--- config.mk ---
export PLATFORM = sky130hd
export DESIGN_NAME = dmem_store_logger
export DESIGN_NICKNAME = d
export VERILOG_FILES = /design/src/rtl/dmem_pkg.sv /design/src/rtl/sync_fifo.sv /design/src/rtl/dmem_store_logger.sv
export SDC_FILE = /design/constraint.sdc
export NUM_CORES = 2
export LEC_CHECK = 0
export BUFFER_PORTS_ARGS = -buffer_cell sky130_fd_sc_hd__buf_2
export CAP_MARGIN = 20
export CORE_ASPECT_RATIO = 1.75
export CORE_MARGIN = 8
export CORE_UTILIZATION = 35
export DETAILED_ROUTE_END_ITERATION = 10
export PLACE_DENSITY_LB_ADDON = 0.15
export RECOVER_POWER = 25
export SLEW_MARGIN = 20
export SYNTH_ARGS = -nofsm -noshare
export SYNTH_HDL_FRONTEND = slang
export SYNTH_HIERARCHICAL = 1
export SYNTH_SLANG_ARGS = --single-unit
--- constraint.sdc ---
create_clock -name clk -period 11.9 [get_ports clk]
set_input_delay 1.785 -clock clk [delete_from_list [all_inputs] [get_ports clk]]
set_output_delay 1.785 -clock clk [all_outputs]
set_load 0.05 [all_outputs]
--- src/rtl/dmem_pkg.sv ---
// Shared types and address-decode helpers for the data-memory store logger.
// Defines the 80-bit log entry layout {addr, data, stamp}.
package dmem_pkg;

    localparam int LOG_ENTRY_W = 80;
    localparam int STAMP_LSB   = 0;
    localparam int DATA_LSB    = 16;
    localparam int ADDR_LSB    = 48;

    typedef struct packed {
        logic [31:0] addr;
        logic [31:0] data;
        logic [15:0] stamp;
    } log_entry_t;

    function automatic logic aligned(input logic [31:0] a);
        return a[1:0] == 2'b00;
    endfunction

    // Widened compare so large word counts cannot overflow.
    function automatic logic in_range(input logic [31:0] a,
                                      input int unsigned words);
        logic [33:0] lim;
        lim = 34'(words) << 2;
        return {2'b00, a} < lim;
    endfunction

    function automatic logic in_window(input logic [31:0] a,
                                       input int unsigned base,
                                       input int unsigned span);
        logic [32:0] lo;
        logic [32:0] hi;
        lo = 33'(base);
        hi = 33'(base) + 33'(span);
        return ({1'b0, a} >= lo) && ({1'b0, a} < hi);
    endfunction

endpackage

--- src/rtl/sync_fifo.sv ---
// Synchronous FIFO with first-word fall-through head output.
// Ports: clk, reset, push/din, pop, full, empty, count, head (0 when empty).
module sync_fifo
    import dmem_pkg::*;
#(
    parameter int WIDTH = LOG_ENTRY_W,
    parameter int DEPTH = 8
) (
    input  logic                     clk,
    input  logic                     reset,
    input  logic                     push,
    input  logic [WIDTH-1:0]         din,
    input  logic                     pop,
    output logic                     full,
    output logic                     empty,
    output logic [$clog2(DEPTH):0]   count,
    output logic [WIDTH-1:0]         head
);

    localparam int PW = $clog2(DEPTH);

    logic [WIDTH-1:0] mem_q [DEPTH];
    logic [PW-1:0]    wr_ptr_q, wr_ptr_d;
    logic [PW-1:0]    rd_ptr_q, rd_ptr_d;
    logic [PW:0]      count_q, count_d;
    logic             do_push, do_pop;

    assign empty = (count_q == '0);
    assign full  = (count_q == (PW+1)'(DEPTH));
    assign count = count_q;
    assign head  = empty ? '0 : mem_q[rd_ptr_q];

    // A push into a full FIFO only lands when the head leaves this cycle.
    assign do_pop  = pop & ~empty;
    assign do_push = push & (~full | do_pop);

    always_comb begin
        wr_ptr_d = wr_ptr_q;
        rd_ptr_d = rd_ptr_q;
        count_d  = count_q;
        if (do_push) wr_ptr_d = wr_ptr_q + PW'(1);
        if (do_pop)  rd_ptr_d = rd_ptr_q + PW'(1);
        unique case ({do_push, do_pop})
            2'b10:   count_d = count_q + (PW+1)'(1);
            2'b01:   count_d = count_q - (PW+1)'(1);
            default: count_d = count_q;
        endcase
    end

    always_ff @(posedge clk) begin
        if (reset) begin
            wr_ptr_q <= '0;
            rd_ptr_q <= '0;
            count_q  <= '0;
        end else begin
            wr_ptr_q <= wr_ptr_d;
            rd_ptr_q <= rd_ptr_d;
            count_q  <= count_d;
        end
    end

    always_ff @(posedge clk) begin
        if (!reset && do_push) mem_q[wr_ptr_q] <= din;
    end

endmodule

--- src/rtl/dmem_store_logger.sv ---
// Data RAM for the single-cycle core that also logs window stores to a FIFO.
// Ports: core bus (MemWrite/DataAdr/WriteData/ReadData), log valid/ready drain, sticky flags.
module dmem_store_logger
    import dmem_pkg::*;
#(
    parameter int unsigned MEM_WORDS = 64,
    parameter int unsigned LOG_BASE  = 100,
    parameter int unsigned LOG_SPAN  = 32,
    parameter int unsigned LOG_DEPTH = 8,
    parameter int unsigned HALT_ADDR = 252,
    parameter string       INIT_FILE = ""
) (
    input  logic                         clk,
    input  logic                         reset,
    input  logic                         MemWrite,
    input  logic [31:0]                  DataAdr,
    input  logic [31:0]                  WriteData,
    output logic [31:0]                  ReadData,
    output logic                         log_valid,
    input  logic                         log_ready,
    output logic [31:0]                  log_addr,
    output logic [31:0]                  log_data,
    output logic [15:0]                  log_stamp,
    output logic [$clog2(LOG_DEPTH):0]   log_count,
    output logic                         overflow,
    output logic                         misalign,
    output logic                         halted
);

    localparam int AW = $clog2(MEM_WORDS);

    logic [31:0]   ram_q [MEM_WORDS];
    logic [AW-1:0] idx;
    logic          adr_ok, adr_al, st, ram_we;
    logic          push, pop, fifo_full, fifo_empty;
    log_entry_t    entry_in, entry_head;

    logic [15:0] stamp_q, stamp_d;
    logic        overflow_q, overflow_d;
    logic        misalign_q, misalign_d;
    logic        halted_q, halted_d;

    assign idx    = DataAdr[AW+1:2];
    assign adr_ok = in_range(DataAdr, MEM_WORDS);
    assign adr_al = aligned(DataAdr);
    assign st     = MemWrite & ~reset;
    assign ram_we = st & adr_al & adr_ok;

    assign ReadData = adr_ok ? ram_q[idx] : '0;

    always_ff @(posedge clk) begin
        if (ram_we) ram_q[idx] <= WriteData;
    end

    assign push     = st & adr_al & in_window(DataAdr, LOG_BASE, LOG_SPAN);
    assign pop      = log_ready & ~fifo_empty;
    assign entry_in = '{addr: DataAdr, data: WriteData, stamp: stamp_q};

    sync_fifo #(
        .WIDTH (LOG_ENTRY_W),
        .DEPTH (LOG_DEPTH)
    ) u_log (
        .clk   (clk),
        .reset (reset),
        .push  (push),
        .din   (entry_in),
        .pop   (pop),
        .full  (fifo_full),
        .empty (fifo_empty),
        .count (log_count),
        .head  (entry_head)
    );

    assign log_valid = ~fifo_empty;
    assign log_addr  = entry_head.addr;
    assign log_data  = entry_head.data;
    assign log_stamp = entry_head.stamp;

    always_comb begin
        stamp_d    = stamp_q + 16'd1;
        overflow_d = overflow_q | (push & fifo_full & ~pop);
        misalign_d = misalign_q | (st & ~adr_al);
        halted_d   = halted_q | (st & adr_al & (DataAdr == 32'(HALT_ADDR)));
        if (reset) begin
            stamp_d    = '0;
            overflow_d = 1'b0;
            misalign_d = 1'b0;
            halted_d   = 1'b0;
        end
    end

    always_ff @(posedge clk) begin
        stamp_q    <= stamp_d;
        overflow_q <= overflow_d;
        misalign_q <= misalign_d;
        halted_q   <= halted_d;
    end

    assign overflow = overflow_q;
    assign misalign = misalign_q;
    assign halted   = halted_q;

endmodule

==> key figures <==
Routing
  – WL final: between 200,000 and 300,000 um
  – DRT iter0 DRCs: around 4,300
  – Vias: 48,310
  – DR pass1 iterations: 7
  – Wirelength per Cell: 33.14 um
  – Vias/cell: 5.422
  – Antenna-violating nets left: 0
  – DRC violations left: 0

Worst setup path
  – CP endpoint kind: primary output
  – Critical-path top delay cell: clkbuf_1
  – CP Cell Sequence: clkbuf_1, buf_4, nand2b_1, nor2_1, a31oi_1, a221oi_1, nor4_1, buf_2
  – Reg2reg path depth: 7
  – Crit Path Category: in2out
  – WP depth: 8
  – WP buf/inv: 3
  – R2r setup slk: 8.24 ns
  – CP startpoint kind: input port
  – Max FO, Critical Path: 45
  – CP required: roughly 10 ns
  – CP max stage delay: 2.37 ns
  – Critical Path AT: 7.73 ns
  – CP top delay family: buffers and inverters

Clock tree
  – CTS Sinks: 2,720
  – CTS Hold Buffers Added: 0
  – Clock tree buffer depth: 4
  – Root Driver: clkbuf_16
  – H-tree levels: 4
  – Gates resized, CTS repair: 0
  – CTS Buf Count: 247
  – Number of post-CTS setup repair buffers: 0
  – Skew-Pair Late Insertion Delay: around 0.89 ns
  – Worst-path clk slew: 0.06 ns
  – CTS tree: done

Synthesis
  – Synth cell types: 61
  – #FFs+latches synth: 2,720
  – Post-Synthesis Cells: 4,475
  – Post-synthesis sequential area ratio: 78.05%
  – List of most frequent post-synthesis cells: edfxtp_1, mux4_2, nor2_1, mux2i_1, nand2_1
  – Area leader, netlist: edfxtp_1
  – Synthesized Nets: 4,549
  – Most common cell in the netlist: edfxtp_1
  – Post-synth top flop: edfxtp_1
  – Largest cells by area after synthesis: edfxtp_1, mux4_2, mux2i_1
  – Mapped cell area: about 100,000 um^2
  – Area share of the largest cell type after synthesis: 77.43%
  – Async SR Flop Fraction: 0%
  – Post-synth EDFFs: approximately 2,700
  – Mapped Avg Cell Area: 23.29 um^2
  – Ys Warns: 6

Global routing
  – Antenna violations before repair: 18
  – First-pass GRT wire length: 412,900 um
  – Global route overflow: 0
  – Largest net degree at the start of global routing: 125
  – Vias in the first global route: a little over 50,000
  – Tot GR Track Use: 18.26%

STA
  – Hold Violations, Final: 0
  – Setup TNS: 0 ns
  – Setup violations, final: 0
  – Tightest Pin Transition: 3.980 ns
  – RSZ-0062 raised after global routing: no
  – Worst Skew: around 0.029 ns
  – Slew headroom: -165.3%
  – Crit share post-route: 79.97%
  – Minimum clock period: 9.516 ns
  – Final Max Tran Viols: 1,904
  – Fmax: 105.1 MHz

Final layout
  – Area grow syn2layout: 13.30%
  – # fillers: 26,300
  – Storage cell area: between 80,000 and 90,000 um^2
  – Nets@finish: between 4,000 and 5,000
  – Share of cells above drive strength 1: 29.28%
  – Multi-input logic area: about 22,000 um^2
  – Finished Core Util: 39.76%

Power
  – Power per cell area: 160.6 nW/um^2
  – Leakage: 0.03588 uW
  – Peak VDD IR: between 0.1 and 0.15 mV
  – Design Power: 18,960 uW

Floorplan
  – I/O pins: approximately 190
  – Chip width: 428.5 um
  – Core region area: between 200,000 and 300,000 um^2
  – Rows: 265
  – Starting Density: 35.09%
  – Die Area: 316,200 um^2
  – Die Y: 737.9 um

Placement
  – Final GP Congestion: 0.7496
  – Post-DP HPWL: around 170,000 um
  – IO Port Bufs: 187

Status
  – Status: finished, violations left
  – Failing checks: capacitance limit, slew limit

Job
  – Max Cap Viol: 28

Hold path
  – Min-Delay Path Class: reg2reg
  – Hold depth: 2
[per-layer routing]
layer	share of wire (%)	track usage [%]	vias up
li1	-	-	19710
met1	39	22.29	26870
met2	54	34.41	1326
met3	4.5	2.226	403
met4	2.5	4.416	6
met5	0.013	0	-
[report_power, final]
group | switching [uW] | internal (uW)
logic | 442 | 235
registers | 2.87 | 10500
clock network | 3540 | 4210
[sequential cells by signal, summed over array words and instances (netlist names), named ones only]
signal and cells:
halted 1, u_log/wr_ptr_q 3, stamp_q 16, u_log/count 4
overflow 1, u_log/mem_q 640, u_log/rd_ptr_q 3, ram_q 2048
misalign 1
[tightest hold or removal path, cell delays in order (launching register included)]
cell,delay (ns)
dfxtp_1,0.31
inv_1,0.05
a21oi_1,0.05
[path summary, 6_finish.rpt]
| check | start | to |
|---|---|---|
| setup / recovery | DataAdr[5] | ReadData[28] |
| hold / removal | misalign | misalign |
| setup reg to reg | u_log/count[0] | u_log/mem_q[4][30] |
| hold reg to reg | misalign | misalign |
[logic make-up after synthesis]
| kind of cell | count (synthesis) | synth area share, % |
|---|---|---|
| fa+ha+maj | 6 | 0.07922 |
| mux | 884 | 17.34 |
| flops | 2720 | 78.05 |
| simple gates | 461 | 1.994 |
| xor+xnor | 19 | 0.1596 |
| buf+inv | 248 | 1.408 |
| compound gates | 137 | 0.9698 |
[stage by stage]
stage	hold WS, ns	setup WS, ns	area (um^2)	std cells
after floorplan	0.4847	2.020	104300	4475
after global placement	0.4293	3.772	110600	8459
after detailed placement	0.4465	4.115	110600	8460
after CTS	0.4559	4.103	118200	8905
after global routing	0.4705	2.373	118100	8906
final	0.4533	2.384	118100	8911
[cell type report]
class / instances / share of cell area, %
flip-flops and latches: 2720 / 68.89
multi-input cells: 1507 / 18.64
clock buffers: 298 / 5.440
well taps: 3871 / 4.101
repair buffers: 355 / 1.866
clock inverters: 147 / 1.019
inverters: 7 / 0.02860
diodes: 6 / 0.01271
[placed cells by master (no fill, tap or decap), types with 9 or more instances in the layout]
master     instances
clkinv_1          68
nor3_1            10
buf_2            153
mux4_2           735
a221oi_1          10
edfxtp_1        2688
dfxtp_1           29
a22oi_1           15
o311ai_0          12
nor2_1           157
o21ai_0           14
nor4_1            12
mux2i_1          135
nand2_1          101
bufinv_16         18
or3_1              9
clkbuf_1         105
nand3_1           29
o211ai_1          22
clkbuf_16        249
nor2_4            65
buf_4            133
a21oi_1            9
o22ai_1           24
mux2_2            13
and3_1            14
xor2_1            11
buf_12             9
clkinv_2          48
Note: power is estimated with default switching activity, not from simulation.
